## src/rtl/serial_subtractor_pkg.sv

```systemverilog
// Shared encodings for the bit-serial subtractor: number formats (same codes as the
// combinational adder), FSM states and small arithmetic helpers.
package serial_subtractor_pkg;

    typedef enum logic [1:0] {
        ADDER_UNSIGNED      = 2'b00,
        ADDER_1S_COMPLEMENT = 2'b01,
        ADDER_2S_COMPLEMENT = 2'b10,
        ADDER_RESERVED      = 2'b11
    } fmt_e;

    typedef enum logic [1:0] {
        ST_IDLE = 2'b00,
        ST_SUB  = 2'b01,
        ST_WRAP = 2'b10,
        ST_DONE = 2'b11
    } state_e;

    // a - b is built as a + ~b + cin; 1's complement fixes up with end-around carry instead
    function automatic logic carry_in_for(input fmt_e fmt);
        logic cin;
        case (fmt)
            ADDER_1S_COMPLEMENT: cin = 1'b0;
            default:             cin = 1'b1;
        endcase
        return cin;
    endfunction

    function automatic logic sub_overflow(input logic a_msb, input logic b_msb, input logic y_msb);
        return (a_msb ^ b_msb) & (y_msb ^ a_msb);
    endfunction

endpackage

```

## src/rtl/serial_fa_cell.sv

```systemverilog
// One-bit full adder with a registered carry. The carry can be loaded synchronously,
// which is how each SUB and WRAP pass seeds its initial carry.
module serial_fa_cell (
    input  logic clk,
    input  logic rst,
    input  logic a_i,
    input  logic b_i,
    input  logic en_i,
    input  logic load_i,
    input  logic load_val_i,
    output logic sum_o,
    output logic cout_o
);

    logic carry_q;
    logic carry_d;

    assign sum_o  = a_i ^ b_i ^ carry_q;
    assign cout_o = (a_i & b_i) | (a_i & carry_q) | (b_i & carry_q);

    // Next carry: a load wins over normal accumulation
    always_comb begin
        carry_d = carry_q;
        if (load_i) begin
            carry_d = load_val_i;
        end else if (en_i) begin
            carry_d = cout_o;
        end else begin
            carry_d = carry_q;
        end
    end

    // Carry flop
    always_ff @(posedge clk) begin
        if (rst) begin
            carry_q <= 1'b0;
        end else begin
            carry_q <= carry_d;
        end
    end

endmodule

```

## src/rtl/serial_subtractor.sv

```systemverilog
// Bit-serial a_i - b_i (unsigned / 1's / 2's complement), LSB first, valid/ready on both sides.
// Define SERIAL_SUB_CHECK_EN to enable simulation-only protocol warnings.
module serial_subtractor
    import serial_subtractor_pkg::*;
#(
    parameter int WIDTH = 4
) (
    input  logic             clk,
    input  logic             rst,
    input  logic [1:0]       f_i,
    input  logic [WIDTH-1:0] a_i,
    input  logic [WIDTH-1:0] b_i,
    input  logic             valid_i,
    output logic             ready_o,
    output logic [WIDTH-1:0] y_o,
    output logic             flag_o,
    output logic             valid_o,
    input  logic             ready_i
);

    localparam int CW = (WIDTH > 1) ? $clog2(WIDTH) : 1;
    localparam logic [CW-1:0] CNT_LAST = CW'(WIDTH - 1);

    state_e           state_q, state_d;
    fmt_e             fmt_q, fmt_d;
    logic [WIDTH-1:0] a_q, a_d;
    logic [WIDTH-1:0] nb_q, nb_d;
    logic [WIDTH-1:0] y_q, y_d;
    logic [CW-1:0]    cnt_q, cnt_d;
    logic             a_msb_q, a_msb_d;
    logic             b_msb_q, b_msb_d;
    logic             flag_q, flag_d;

    logic last_bit_s;
    logic wrap_s;
    logic fa_a_s, fa_b_s, fa_en_s, fa_load_s, fa_load_val_s;
    logic fa_sum_s, fa_cout_s;

    assign last_bit_s = (cnt_q == CNT_LAST);
    assign wrap_s     = (fmt_q == ADDER_1S_COMPLEMENT) && fa_cout_s;

    serial_fa_cell u_fa (
        .clk        (clk),
        .rst        (rst),
        .a_i        (fa_a_s),
        .b_i        (fa_b_s),
        .en_i       (fa_en_s),
        .load_i     (fa_load_s),
        .load_val_i (fa_load_val_s),
        .sum_o      (fa_sum_s),
        .cout_o     (fa_cout_s)
    );

    // FSM state register
    always_ff @(posedge clk) begin
        if (rst) begin
            state_q <= ST_IDLE;
        end else begin
            state_q <= state_d;
        end
    end

    // FSM next-state logic
    always_comb begin
        state_d = state_q;
        case (state_q)
            ST_IDLE: begin
                if (valid_i) state_d = ST_SUB;
                else         state_d = ST_IDLE;
            end
            ST_SUB: begin
                if (last_bit_s) state_d = wrap_s ? ST_WRAP : ST_DONE;
                else            state_d = ST_SUB;
            end
            ST_WRAP: begin
                if (last_bit_s) state_d = ST_DONE;
                else            state_d = ST_WRAP;
            end
            ST_DONE: begin
                if (ready_i) state_d = ST_IDLE;
                else         state_d = ST_DONE;
            end
            default: state_d = ST_IDLE;
        endcase
    end

    // Handshake outputs decoded from the state register only
    always_comb begin
        ready_o = 1'b0;
        valid_o = 1'b0;
        case (state_q)
            ST_IDLE: ready_o = 1'b1;
            ST_DONE: valid_o = 1'b1;
            default: begin
                ready_o = 1'b0;
                valid_o = 1'b0;
            end
        endcase
    end

    assign y_o    = y_q;
    assign flag_o = flag_q;

    // Datapath next-state: operand/result shifting, adder steering and flag capture
    always_comb begin
        fmt_d         = fmt_q;
        a_d           = a_q;
        nb_d          = nb_q;
        y_d           = y_q;
        cnt_d         = cnt_q;
        a_msb_d       = a_msb_q;
        b_msb_d       = b_msb_q;
        flag_d        = flag_q;
        fa_a_s        = 1'b0;
        fa_b_s        = 1'b0;
        fa_en_s       = 1'b0;
        fa_load_s     = 1'b0;
        fa_load_val_s = 1'b0;
        case (state_q)
            ST_IDLE: begin
                if (valid_i) begin
                    fmt_d         = fmt_e'(f_i);
                    a_d           = a_i;
                    nb_d          = ~b_i;
                    a_msb_d       = a_i[WIDTH-1];
                    b_msb_d       = b_i[WIDTH-1];
                    y_d           = '0;
                    flag_d        = 1'b0;
                    cnt_d         = '0;
                    fa_load_s     = 1'b1;
                    fa_load_val_s = carry_in_for(fmt_e'(f_i));
                end else begin
                    fa_load_s = 1'b0;
                end
            end
            ST_SUB: begin
                fa_a_s  = a_q[0];
                fa_b_s  = nb_q[0];
                fa_en_s = 1'b1;
                a_d     = {1'b0, a_q[WIDTH-1:1]};
                nb_d    = {1'b0, nb_q[WIDTH-1:1]};
                y_d     = {fa_sum_s, y_q[WIDTH-1:1]};
                if (last_bit_s) begin
                    cnt_d = '0;
                    case (fmt_q)
                        ADDER_UNSIGNED: flag_d = ~fa_cout_s;
                        ADDER_1S_COMPLEMENT: begin
                            // End-around carry pending: flag is decided after WRAP
                            if (fa_cout_s) begin
                                fa_load_s     = 1'b1;
                                fa_load_val_s = 1'b1;
                            end else begin
                                flag_d = sub_overflow(a_msb_q, b_msb_q, fa_sum_s);
                            end
                        end
                        ADDER_2S_COMPLEMENT: flag_d = sub_overflow(a_msb_q, b_msb_q, fa_sum_s);
                        default: begin
                            y_d    = '0;
                            flag_d = 1'b0;
                        end
                    endcase
                end else begin
                    cnt_d = cnt_q + CW'(1);
                end
            end
            ST_WRAP: begin
                // Ripple the end-around carry through the stored result, one full rotation
                fa_a_s  = y_q[0];
                fa_b_s  = 1'b0;
                fa_en_s = 1'b1;
                y_d     = {fa_sum_s, y_q[WIDTH-1:1]};
                if (last_bit_s) begin
                    cnt_d  = '0;
                    flag_d = sub_overflow(a_msb_q, b_msb_q, fa_sum_s);
                end else begin
                    cnt_d = cnt_q + CW'(1);
                end
            end
            default: begin
                fa_en_s = 1'b0;
            end
        endcase
    end

    // Datapath registers
    always_ff @(posedge clk) begin
        if (rst) begin
            fmt_q   <= ADDER_UNSIGNED;
            a_q     <= '0;
            nb_q    <= '0;
            y_q     <= '0;
            cnt_q   <= '0;
            a_msb_q <= 1'b0;
            b_msb_q <= 1'b0;
            flag_q  <= 1'b0;
        end else begin
            fmt_q   <= fmt_d;
            a_q     <= a_d;
            nb_q    <= nb_d;
            y_q     <= y_d;
            cnt_q   <= cnt_d;
            a_msb_q <= a_msb_d;
            b_msb_q <= b_msb_d;
            flag_q  <= flag_d;
        end
    end

`ifdef SERIAL_SUB_CHECK_EN
    logic [WIDTH-1:0] chk_y_prev_q;
    logic             chk_hold_q;

    // Simulation-only protocol monitors
    always_ff @(posedge clk) begin
        if (rst) begin
            chk_y_prev_q <= '0;
            chk_hold_q   <= 1'b0;
        end else begin
            if (ready_o && valid_i && (f_i == 2'b11)) begin
                $warning("serial_subtractor: reserved format accepted");
            end
            if (chk_hold_q && (!valid_o || (y_o != chk_y_prev_q))) begin
                $warning("serial_subtractor: result changed in DONE without ready_i");
            end
            chk_y_prev_q <= y_o;
            chk_hold_q   <= valid_o && !ready_i;
        end
    end
`endif

endmodule

```

## config.mk

```make
export PLATFORM = sky130hd
export DESIGN_NAME = serial_subtractor
export DESIGN_NICKNAME = d
export VERILOG_FILES = /design/src/rtl/serial_subtractor_pkg.sv /design/src/rtl/serial_fa_cell.sv /design/src/rtl/serial_subtractor.sv
export SDC_FILE = /design/constraint.sdc
export NUM_CORES = 1
export LEC_CHECK = 0
export CAP_MARGIN = 0
export CORE_MARGIN = 2
export CORE_UTILIZATION = 50
export CTS_BUF_LIST = sky130_fd_sc_hd__clkbuf_8 sky130_fd_sc_hd__clkbuf_16
export DETAILED_ROUTE_END_ITERATION = 10
export PLACE_DENSITY = 0.8
export SLEW_MARGIN = 20
export SYNTH_ARGS = -nofsm -noshare
export SYNTH_HDL_FRONTEND = slang
export SYNTH_SLANG_ARGS = --single-unit
```

## constraint.sdc

```tcl
create_clock -name clk -period 2.6 [get_ports clk]
set_input_delay 0.65 -clock clk [delete_from_list [all_inputs] [get_ports clk]]
set_output_delay 0.65 -clock clk [all_outputs]
set_load 0.01 [all_outputs]
```

After elaboration in Yosys (flattened, before gate mapping). Cells that the tools add are included.

Word-level logic and storage cells: 86. Memories kept: 0. Output and inout port bits: 7. Memory bits (writable): 0. Latch bits: 0. Register bits after elaboration: 22. Memory bits (read-only): 0.

Multiplexer cells: 38. Divide/modulo/power cells: 0. Bitwise logic cells: 12. Reduce and logical (&&, ||, !) cells: 14. Shift-type cells: 0. Add/sub/neg operators: 1. Multipliers: 0. Magnitude comparators: 0. Equality and inequality tests: 11.

Operator list (number): 4-bit 2-to-1 mux (5); 1-bit 2-to-1 mux (19); 4-bit case mux with 2 select lines (2); 4-bit case mux with 3 select lines (1); 2-bit equality test, second input constant (4); 2-bit 2-to-1 mux (4); 2-bit case mux with 4 select lines (1); 2-bit AND reduction (4); 2-bit by 1-bit equality test with 1-bit output, second input constant (3); 2-bit inequality test, second input constant (3); 1-bit case mux with 2 select lines (3); 1-bit case mux with 3 select lines (2); 2-bit nonzero test (3); 5-bit AND reduction (1); 1-bit AND (4); 2-bit logical NOT (2); 4-bit inverter (1); 2-bit case mux with 2 select lines (1); 1-bit XOR (4); 3-bit inequality test, second input constant (1); 3-bit nonzero test (1); 3-bit OR reduction (1); 2-bit by 1-bit adder with 2-bit output, second input constant (1); 1-bit OR (2); 3 further kinds (3).

Depth between registers and ports, before layout.
Depth in word-level cells: 10. Depth in mapped cells: 10. Depth with buffers taken out: 9.

Modules after synthesis. A second synthesis with hierarchy kept.

Cell total of the unflattened synthesis: 138. Area, all modules: 1173.6 um^2.

Modules (own cells, without submodules): serial_subtractor (cells each 132, area an instance 1101.1 um^2, instances 1); serial_fa_cell (cells each 6, area an instance 72.6 um^2, instances 1).

Least setup slack after synthesis. No wires, ideal clock.

Path type: register to register. Start point: register state_q[0]. End point: register flag_q, in the netlist flag_o. Required time: 2530 ps. Cell stages (with the launch flop): 10. Period minus slack after synthesis: 2322 ps. Setup time: 70 ps. Arrival: 2252 ps. Slack: 278 ps. Path through: dfxtp_1 > inv_1 > ha_1 > clkbuf_1 > nand2_1 > fa_1 > nor3b_1 > o22ai_1 > a2111o_1 > a21oi_1.

Word-level cells in the longest chain between the ends: 10.

Ends and longest elaborated chain: start: declaration (RTL line serial_subtractor.sv:24) `state_e state_q, state_d;`; start signal: assignment (RTL line serial_subtractor.sv:59) `state_q <= state_d;`; 2-bit equality test or 2-bit by 1-bit equality test with 1-bit output (tied branches) (RTL line serial_subtractor.sv:119) `case (state_q)`; 1-bit case mux with 2 select lines or 1-bit 2-to-1 mux (tied branches) (RTL line serial_subtractor.sv:119); 1-bit XOR (2 in a row) (RTL line serial_fa_cell.sv:18) `assign sum_o = a_i ^ b_i ^ carry_q;`; 1-bit XOR (RTL line serial_subtractor_pkg.sv:30) `return (a_msb ^ b_msb) & (y_msb ^ a_msb);`; 1-bit AND (RTL line serial_subtractor_pkg.sv:30); 1-bit 2-to-1 mux (RTL line serial_subtractor.sv:149) `if (fa_cout_s) begin`; 1-bit case mux with 3 select lines (RTL line serial_subtractor.sv:145) `case (fmt_q)`; 1-bit 2-to-1 mux (RTL line serial_subtractor.sv:143) `if (last_bit_s) begin`; 1-bit case mux with 3 select lines (RTL line serial_subtractor.sv:119); end signal: assignment (RTL line serial_subtractor.sv:204) `flag_q <= flag_d;`; end: declaration (RTL line serial_subtractor.sv:32) `logic flag_q, flag_d;`.

Parallel ways exist; a longest one is shown, timed or not. The select of a mux whose other input is x is not followed. A chain may end at the register's enable or synchronous reset.

Worst setup path in the final report.
Start point: register state_q[1]. End point: register flag_q, in the netlist flag_o.

The elaborated chain is that of the path after synthesis.

==> results.ini <==
[cts]
clock_latency_ps=270
path_clk_slew_ps=90
cts_buffers=3
tritoncts=built
cts_sinks=22
htree_num_levels=1
root_buffer=clkbuf_8
clockBufferDepth=2
ctsHoldBuffers=0

[logic_synthesis]
synth_ff_type=dfxtp_1
synth-seq-cells=22
ys_top_cells_by_area=dfxtp_1 (37%), ha_1 (9.5%), a21oi_1 (6.7%)
yosysMostFrequentCell=dfxtp_1
synth_edf_count=0
yosysSeqAreaShare=0.371
yosys.area_share.simple=0.213
synth.top_cell.area_share=0.371
synthMuxAreaShare=0.0253
synth_xor_area_frac=0
synth-async-reset-ratio=0
synth_area_per_cell_um2=8.48
synth_top_family_by_area=compound AO/OA/AOI/OAI gates
syn_inst=140
netlist_area_um2=1190
synth_compound_area_frac=0.221
syn-num-nets=164
synth_top_area_cell=dfxtp_1
yosys-top-cells-count=dfxtp_1 (22), nand2_1 (19), a21oi_1 (16)
yosys_warnings=0
synthAdderAreaFrac=0.112
synth_cell_type_count=35

[placed_design]
gp_congestion=0.814
place_hpwl_um=2050
port_buffers=20

[worst_hold_path]
min_path_type=flop to flop

[detailed_routing]
drcViolationCount=0
drtAntennaViolNets=0
drt-pass1-iter-count=4
vias_per_cell=5.76
first_iter_violations=29
wl_um=2890
wl_per_cell_um=15.3
vias=1089

[sta]
finClkSkew_ps=9.09
fin_setup_tns_ps=0
hold_violations=0
worst_pin_slew_ps=351
max_freq_mhz=411
rsz0062_at_grt=no
finalSetupViolCount=0
min_period_ps=2430
slew_headroom=0.765
fin_hold_ws_ps=455
slew_violations=0
min_period_over_period=0.935

[setup_path]
critPathMaxStageDelay_ps=590
critPathKind=flop to flop
endpoint_kind=flop
crit_slowest_cell=fa_1
cp-endpoint=flag_o$_SDFFE_PP0P_
cp-startpoint=state_q[1]$_SDFF_PP0_
r2r_setup_slack_ps=170
cp_max_fo=8
worstReg2RegStart=state_q[1]$_SDFF_PP0_
cp.required_ps=2790
cp.arrival_ps=2630
start_kind=flop
regToRegEndpoint=flag_o$_SDFFE_PP0P_
path_cells=inv_1, ha_2, nand2_1, fa_1, and3b_1, o22ai_1, a2111o_1, a21oi_1
reg2reg_depth=8

[floorplan]
die-area_um2=2780
ioPinCount=21
core_area_um2=2230
die_x_um=52.7
initial_core_util=0.532
die_h_um=52.7
placementRows=17

[grt]
grt_pass1_wl_um=4850
antenna_found_initial=0
track_usage=0.241
grt_pass1_vias=1134
grt-ovfl-total=0
grt_max_degree=23

[power_and_ir_drop]
powerDensity_nw_per_um2=566
ir_drop_uv=425
p_leak_uw=0.000569

[finish]
synthToLayoutAreaGrowth_pct=25.8
fin_nets=186
drive_gt1_frac=0.0932
antenna_cells=0

[status]
outcome=finished clean

[run]
drv_cap=0

## flip-flops by register name (all words and copies together), names as in the netlist
register	count
y_o	4
flag_o	1
nb_q	4
fmt_q	2
a_q	4
a_msb_q	1
cnt_q	2
b_msb_q	1
u_fa.carry_q	1
state_q	2
## worst max-delay path: cells and delay by family, from the launching register on
kind                     cells  cell delay [ps]
adder cells (fa/ha/maj)      2             1010
AND/OR/NAND/NOR              2              280
flip-flops                   1              370
buffers and inverters        1              100
AO/OA/AOI/OAI                3              620
## logic make-up after synthesis
| group | after synthesis |
|---|---|
| AOI/OAI and AO/OA | 40 |
| adders and majority gates | 10 |
| buffers and inverters | 16 |
| DFF | 22 |
| muxes | 3 |
| and+or+nand+nor | 49 |
## worst min-delay path by stage
stage	endpoint	depth (start not counted)	slack, ps	startpoint
6_report	nb_q[3]$_SDFFE_PP0P_	2	460	nb_q[3]$_SDFFE_PP0P_
5_1_grt	nb_q[3]$_SDFFE_PP0P_	2	480	nb_q[3]$_SDFFE_PP0P_
4_1_cts	nb_q[3]$_SDFFE_PP0P_	2	460	nb_q[3]$_SDFFE_PP0P_
3_5_place_dp	nb_q[3]$_SDFFE_PP0P_	2	440	nb_q[3]$_SDFFE_PP0P_
3_3_place_gp	nb_q[2]$_SDFFE_PP0P_	2	440	nb_q[2]$_SDFFE_PP0P_
2_1_floorplan	nb_q[0]$_SDFFE_PP0P_	2	430	nb_q[0]$_SDFFE_PP0P_
## per-layer routing
layer / track usage / part of all wire / up-vias
met2: 0.433 / 0.50 / 38
met5: 0 / 0 / -
met3: 0.0429 / 0.049 / 7
met4: 0.111 / 0.019 / 0
met1: 0.272 / 0.43 / 510
li1: - / - / 534
## cell type report
class / count / area (um^2)
Clock buffer: 3 / 41.3
Clock inverter: 1 / 30.0
Fill cell: 205 / 739
Inverter: 10 / 37.5
Multi-Input combinational cell: 102 / 686
Sequential cell: 22 / 442
Tap cell: 28 / 35.0
Timing Repair Buffer: 23 / 223
## where the power goes
part	total [uW]	internal [uW]	switching, uW
sequential	371	358	13.4
clock	323	206	117
combinational	151	68.4	82.9
total	846	632	214
## layout by cell type (no fill, tap or decap), drive strengths merged, types with 2 or more instances in the layout
master,n
dfxtp,22
clkdlybuf4s50,20
nand2,20
a21oi,16
nor2,14
inv,10
ha,9
o21ai,6
nand3,4
a22oi,4
a211oi,4
mux2i,3
clkbuf,3
buf,3
nor2b,2
and3b,2
a32oi,2
nand2b,2
nor3b,2
## per-stage QoR
stage               utilization  area, um^2  cells  setup WS (ps)  total power (uW)
finish                    0.669        1490    189            169               846
global route              0.669        1490    189           16.1               875
CTS                       0.665        1490    189           87.3               845
detailed placement        0.633        1410    185            172               526
global placement          0.633        1410    185            306               518
floorplan                     -        1190    140            278               473
## repair_timing
action                     CTS  global route
setup buffers                0             0
resized for setup            0             3
hold endpoints to repair     0             0
setup endpoints to repair    0             1
Note: power is estimated with default switching activity, not from simulation.
